===== config.mk =====
export PLATFORM = sky130hd
export DESIGN_NAME = hilbert_sequencer
export DESIGN_NICKNAME = d
export VERILOG_FILES = /design/src/rtl/hilbert_sequencer_pkg.sv /design/src/rtl/hilbert_strobe_gen.sv /design/src/rtl/hilbert_sequencer.sv
export SDC_FILE = /design/constraint.sdc
export NUM_CORES = 1
export LEC_CHECK = 0
export CAP_MARGIN = 40
export CORE_ASPECT_RATIO = 0.8
export CORE_MARGIN = 4
export CORE_UTILIZATION = 53
export DETAILED_ROUTE_END_ITERATION = 8
export HOLD_SLACK_MARGIN = 0.08
export PLACE_DENSITY_LB_ADDON = 0.25
export REMOVE_ABC_BUFFERS = 1
export SLEW_MARGIN = 15
export SYNTH_ARGS = -nofsm -noshare
export SYNTH_HDL_FRONTEND = slang
export SYNTH_SLANG_ARGS = --single-unit
export TNS_END_PERCENT = 50

===== constraint.sdc =====
create_clock -name clock_i -period 4.3 [get_ports clock_i]
set_input_delay 0.86 -clock clock_i [delete_from_list [all_inputs] [get_ports clock_i]]
set_output_delay 0.86 -clock clock_i [all_outputs]
set_load 0.005 [all_outputs]

===== src/rtl/hilbert_sequencer_pkg.sv =====
// Shared definitions for the Hilbert bank sequencer: FSM state encoding and
// the width helper used to size counters from their terminal values.
package hilbert_sequencer_pkg;

  typedef enum logic [2:0] {
    ST_IDLE,
    ST_LOCK,
    ST_RUN,
    ST_DRAIN,
    ST_FAULT
  } seq_state_t;

  // Bits needed to hold 0..n-1; never less than one bit.
  function automatic int log2w(input int n);
    int w;
    w = 1;
    while ((1 << w) < n) w++;
    return w;
  endfunction

endpackage


===== src/rtl/hilbert_strobe_gen.sv =====
// Supersample divider and lock timer for the Hilbert bank sequencer.
// The divider drives the bank strobe once every RATIO clocks while the bank
// is enabled; the timer flags when the lock window has been used up.
module hilbert_strobe_gen
  import hilbert_sequencer_pkg::*;
#(
  parameter int RATIO     = 2,
  parameter int LOCK_WAIT = 16
) (
  input  logic clock_i,
  input  logic reset_i,
  input  logic clear_i,   // next clock is the first clock of LOCK
  input  logic active_i,  // next clock is LOCK, RUN or DRAIN
  output logic stb_o,     // registered divider terminal-count strobe
  output logic tmo_o      // timer has reached LOCK_WAIT-1
);

  localparam int DW = log2w(RATIO);
  localparam int TW = log2w(LOCK_WAIT);
  localparam logic [DW-1:0] DIV_LAST = DW'(RATIO - 1);
  localparam logic [TW-1:0] TMR_LAST = TW'(LOCK_WAIT - 1);

  logic [DW-1:0] div_q;
  logic [DW-1:0] div_d;
  logic [TW-1:0] tmr_q;

  // Next divider value: restart at 0 on LOCK entry or while the bank is off.
  always_comb begin
    // NOTE: every always_comb output gets a default first so no path can
    // leave it unassigned and infer a latch.
    div_d = '0;
    if (active_i && !clear_i) begin
      div_d = (div_q == DIV_LAST) ? '0 : div_q + 1'b1;
    end
  end

  // Divider register and strobe, registered from the next divider value.
  always_ff @(posedge clock_i or posedge reset_i) begin
    // NOTE: sequential state uses non-blocking assignments so every flop
    // samples pre-edge values regardless of statement order.
    if (reset_i) begin
      div_q <= '0;
      stb_o <= 1'b0;
    end else begin
      div_q <= div_d;
      stb_o <= active_i && (div_d == DIV_LAST);
    end
  end

  // Lock timer: cleared on LOCK entry, then counts and holds at its last value.
  always_ff @(posedge clock_i or posedge reset_i) begin
    if (reset_i) begin
      tmr_q <= '0;
    end else if (clear_i) begin
      tmr_q <= '0;
    end else if (tmr_q != TMR_LAST) begin
      tmr_q <= tmr_q + 1'b1;
    end
  end

  assign tmo_o = (tmr_q == TMR_LAST);

endmodule


===== src/rtl/hilbert_sequencer.sv =====
// Sequencer for a fake_hilbert bank: enables the bank, waits for lock,
// counts framed samples into blocks of BLOCK and stops at a block boundary.
// Lock timeout or lock loss parks the sequencer in a sticky FAULT state.
module hilbert_sequencer
  import hilbert_sequencer_pkg::*;
#(
  parameter int RATIO     = 2,
  parameter int LOCK_WAIT = 16,
  parameter int BLOCK     = 32
) (
  input  logic                      clock_i,
  input  logic                      reset_i,
  input  logic                      start_i,
  input  logic                      stop_i,
  input  logic                      locked_i,
  input  logic                      hstrobe_i,
  input  logic                      framed_i,
  output logic                      hilb_en_o,
  output logic                      hilb_stb_o,
  output logic                      busy_o,
  output logic                      run_o,
  output logic                      block_o,
  output logic                      fault_o,
  output logic [log2w(BLOCK)-1:0]   count_o
);

  localparam int CW = log2w(BLOCK);
  localparam logic [CW-1:0] CNT_LAST = CW'(BLOCK - 1);

  seq_state_t    state_q;
  seq_state_t    state_d;
  logic [CW-1:0] count_d;
  logic          block_d;
  logic          qual;
  logic          last;
  logic          lock_entry;
  logic          active_d;
  logic          tmo;

  assign qual       = hstrobe_i & framed_i;
  assign last       = (count_o == CNT_LAST);
  assign lock_entry = (state_d == ST_LOCK) && (state_q != ST_LOCK);
  assign active_d   = (state_d == ST_LOCK) || (state_d == ST_RUN) ||
                      (state_d == ST_DRAIN);

  hilbert_strobe_gen #(
    .RATIO     (RATIO),
    .LOCK_WAIT (LOCK_WAIT)
  ) u_strobe_gen (
    .clock_i  (clock_i),
    .reset_i  (reset_i),
    .clear_i  (lock_entry),
    .active_i (active_d),
    .stb_o    (hilb_stb_o),
    .tmo_o    (tmo)
  );

  // Next state, next sample count and block-complete pulse.
  always_comb begin
    state_d = state_q;
    count_d = count_o;
    block_d = 1'b0;
    case (state_q)
      ST_IDLE: begin
        if (start_i) state_d = ST_LOCK;
      end
      ST_LOCK: begin
        if (locked_i)  state_d = ST_RUN;
        else if (tmo)  state_d = ST_FAULT;
      end
      ST_RUN, ST_DRAIN: begin
        if (qual) count_d = last ? '0 : count_o + 1'b1;
        // Lock loss outranks both stop and block completion.
        if (!locked_i) begin
          state_d = ST_FAULT;
        end else begin
          block_d = qual && last;
          if (state_q == ST_RUN) begin
            // Stopping exactly on a boundary with nothing arriving skips DRAIN.
            if (stop_i) state_d = (count_o == '0 && !qual) ? ST_IDLE : ST_DRAIN;
          end else if (qual && last) begin
            state_d = ST_IDLE;
          end
        end
      end
      ST_FAULT: begin
        if (start_i)     state_d = ST_LOCK;
        else if (stop_i) state_d = ST_IDLE;
      end
      default: state_d = ST_IDLE;
    endcase
    if (lock_entry) count_d = '0;
  end

  // State and all status outputs, registered from the next state.
  always_ff @(posedge clock_i or posedge reset_i) begin
    if (reset_i) begin
      state_q   <= ST_IDLE;
      count_o   <= '0;
      block_o   <= 1'b0;
      hilb_en_o <= 1'b0;
      busy_o    <= 1'b0;
      run_o     <= 1'b0;
      fault_o   <= 1'b0;
    end else begin
      state_q   <= state_d;
      count_o   <= count_d;
      block_o   <= block_d;
      hilb_en_o <= active_d;
      busy_o    <= active_d;
      run_o     <= (state_d == ST_RUN) || (state_d == ST_DRAIN);
      fault_o   <= (state_d == ST_FAULT);
    end
  end

endmodule


==> qor.yml <==
global_route:
  grt_use_total_pct: 18.34
  met1_usage_pct: 23.45
  first_global_vias: 731
  grt_max_degree: 19
  grt_antenna_before_repair: 0
  grt_pass1_wl_mm: 3.146
  met3_usage_pct: 6.271
  grt-ovfl-total: 0
  use_met2_pct: 28.64
  grt.busiest_layer: "met2"
final_layout:
  area_growth_pct: 22.83
  n_antenna_cell: 0
  post-route-util_pct: 68.69
  final_nets: 119
  postLayoutCellArea_um2: 1117
  drive_above_1_share_pct: 5.660
timing:
  period_share_pct: 50.44
  max_slew.worst_pin.slew_ps: 646.6
  clock_skew_ps: 1.951
  fmax_mhz: 461.1
  finalHoldViolCount: 0
  final_max_slew_viol_count: 0
  finalCriticalPeriod_ps: 2169
  setup_tns_ps: 0
  relSlewSlack_pct: 56.84
  report.final.setup_viol: 0
  rsz0062_at_grt: "false"
power:
  p_per_area_nw_per_um2: 529.6
  leakagePower_nw: 0.5158
  p_total_uw: 591.8
  max-vdd-ir-drop_uv: 371.5
clocking:
  post_cts_resize_count: 0
  worst_skew_pair.late_latency_ps: 280
  clkTransAtPathRegs_ps: 90
  clockRootBuffer: "clkbuf_4"
  holdBufCountCts: 0
  cts_sinks: 18
  cts_tree: "yes"
  htreeDepth: 1
  clockBufferDepth: 2
  postCtsSetupBuffers: 0
  cts_buffers: 3
worst_hold_path:
  holdPathStages: 1
  hold_start: "u_strobe_gen.div_q$_DFF_PP0_"
  hold_end: "u_strobe_gen.stb_o$_DFF_PP0_"
  hold_class: "flip-flop to flip-flop"
setup_path:
  cp_max_fo: 7
  critPathBufInv: 0
  worst_ep_arrival_time_ps: 2340
  slowest_delay_ps: 470
  path_class: "flip-flop to flip-flop"
  worstReg2RegStart: "count_o[0]$_DFFE_PP0P_"
  crit_path_cell_trace: "ha_1 > and3_1 > ha_1 > nand4_1 > and3b_1 > a21oi_1 > a2111oi_1"
  required_ps: 4470
  startpoint_type: "flip-flop"
  rr_worst_depth: 7
  crit_slowest_cell: "dfrtp_1"
  r2r_end: "u_strobe_gen.div_q$_DFF_PP0_"
  path_delay_family: "compound AO/OA/AOI/OAI gates"
  ff2ff_setup_slack_ps: 2130
  crit_path_end_kind: "flip-flop"
  crit_top_cell: "ha_1"
floorplan:
  die_w_um: 54.32
  fp-row-count: 13
  dieArea_um2: 2447
  start_util_pct: 55.92
  coreArea_um2: 1627
  io_pins: 18
  die_h_um: 45.06
synth:
  synth.area.top_cells: "dfrtp_1, nor2_1, ha_1"
  synthArstFlopShare_pct: 100.0
  synth_top_area_cell: "dfrtp_1"
  synth_commonest_cells: "dfrtp_1, nor2_1, nand3_1"
  synth_edf_count: 0
  ys_types: 28
  yosysMostFrequentCell: "dfrtp_1"
  yosysWarnings: 0
  synth_top_area_share_pct: 49.52
  syn_inst: 88
  ys_seq_area_share_pct: 49.52
  synth_flop_cell: "dfrtp_1"
  synth_seq_cells: 18
  syn_area_per_cell_um2: 10.34
  synth_area_um2: 909.6
flow_run:
  drv_cap: 0
route:
  wl_mm: 1.816
  route.detailed.drc: 0
  initialDrtViolationCount: 6
  routed_via_density: 5.891
  ant_nets: 0
  dr.pass1.iters: 4
  routedWlPerCell_um: 14.19
  vias: 754
placed_design:
  dpl.hpwl_mm: 1.412
  placed_area_um2: 1095
  gp_congestion: 0.7820
  portBuffers: 17
outcome:
  outcome: "completed"
==> cell usage in the layout (no fill, tap or decap) <==
cell,n
o31ai_1,2
and3_1,1
nor2_1,15
a31oi_1,2
or4_1,1
a41oi_1,1
inv_1,4
or4b_1,1
o221ai_2,1
nand2_1,4
a211oi_1,3
and3b_1,1
ha_1,4
nor3b_2,1
a22oi_1,2
nand4b_4,1
nand3_1,5
and2_1,1
a21oi_1,4
clkbuf_4,3
mux2i_1,3
dfrtp_1,18
clkdlybuf4s50_1,17
nor3_1,2
nand4_1,2
o21ai_0,4
xnor2_1,1
a2111oi_1,2
==> registers in the layout, indices dropped and copies added, names as in the netlist <==
name and count:
count_o 5, u_strobe_gen.tmr_q 4, state_q 3, block_o 1, busy_o 1, fault_o 1, run_o 1, u_strobe_gen.div_q 1
u_strobe_gen.stb_o 1
==> final cells by class <==
cell class,count,area [um2]
clock buffer,3,22.52
multi-input combinational,64,431.7
tap,22,27.53
timing repair buffer,17,170.2
fill,116,509.2
sequential,18,450.4
inverter,4,15.01
==> per-stage QoR <==
step                setup slack (ps)  hold WS [ps]  std cells
floorplan                       2360         416.1         86
global placement                1921         429.0        125
detailed placement              1859         441.0        125
CTS                             2112         458.6        128
global route                    1871         472.1        128
finish                          2131         460.3        128
==> where the power goes <==
group          internal [mW]  total, mW  leakage (nW)  switching (mW)
combinational          0.119      0.233         0.264           0.114
clock                 0.0326     0.0785        0.0138          0.0460
sequential             0.220      0.280         0.238          0.0601
==> per-layer routing <==
metal	part of all wire, %	vias to the layer above	wire (um)
met2	46	29	844
met1	46	357	836
met4	0.66	0	12
li1	-	366	-
met5	0	-	0
met3	6.7	2	122
==> worst max path at each step <==
stage / start / endpoint / slack [ps] / cells after the start
floorplan: count_o[0]$_DFFE_PP0P_ / u_strobe_gen.div_q$_DFF_PP0_ / 2360 / 7
global placement: hstrobe_i / u_strobe_gen.div_q$_DFF_PP0_ / 1920 / 5
detailed placement: hstrobe_i / u_strobe_gen.div_q$_DFF_PP0_ / 1860 / 5
CTS: count_o[0]$_DFFE_PP0P_ / u_strobe_gen.div_q$_DFF_PP0_ / 2110 / 7
global route: count_o[0]$_DFFE_PP0P_ / u_strobe_gen.stb_o$_DFF_PP0_ / 1870 / 7
finish: count_o[0]$_DFFE_PP0P_ / u_strobe_gen.div_q$_DFF_PP0_ / 2130 / 7
==> kinds of logic after synthesis <==
group	Yosys count	synth area share, %
xor gates and xnor gates	1	0.9630
AOI/OAI and AO/OA	21	16.37
buffers and inverters	6	3.025
and+or+nand+nor	35	21.32
DFF	18	49.52
muxes	3	3.301
adders and majority gates	4	5.502
Note: power is estimated with default switching activity, not from simulation.
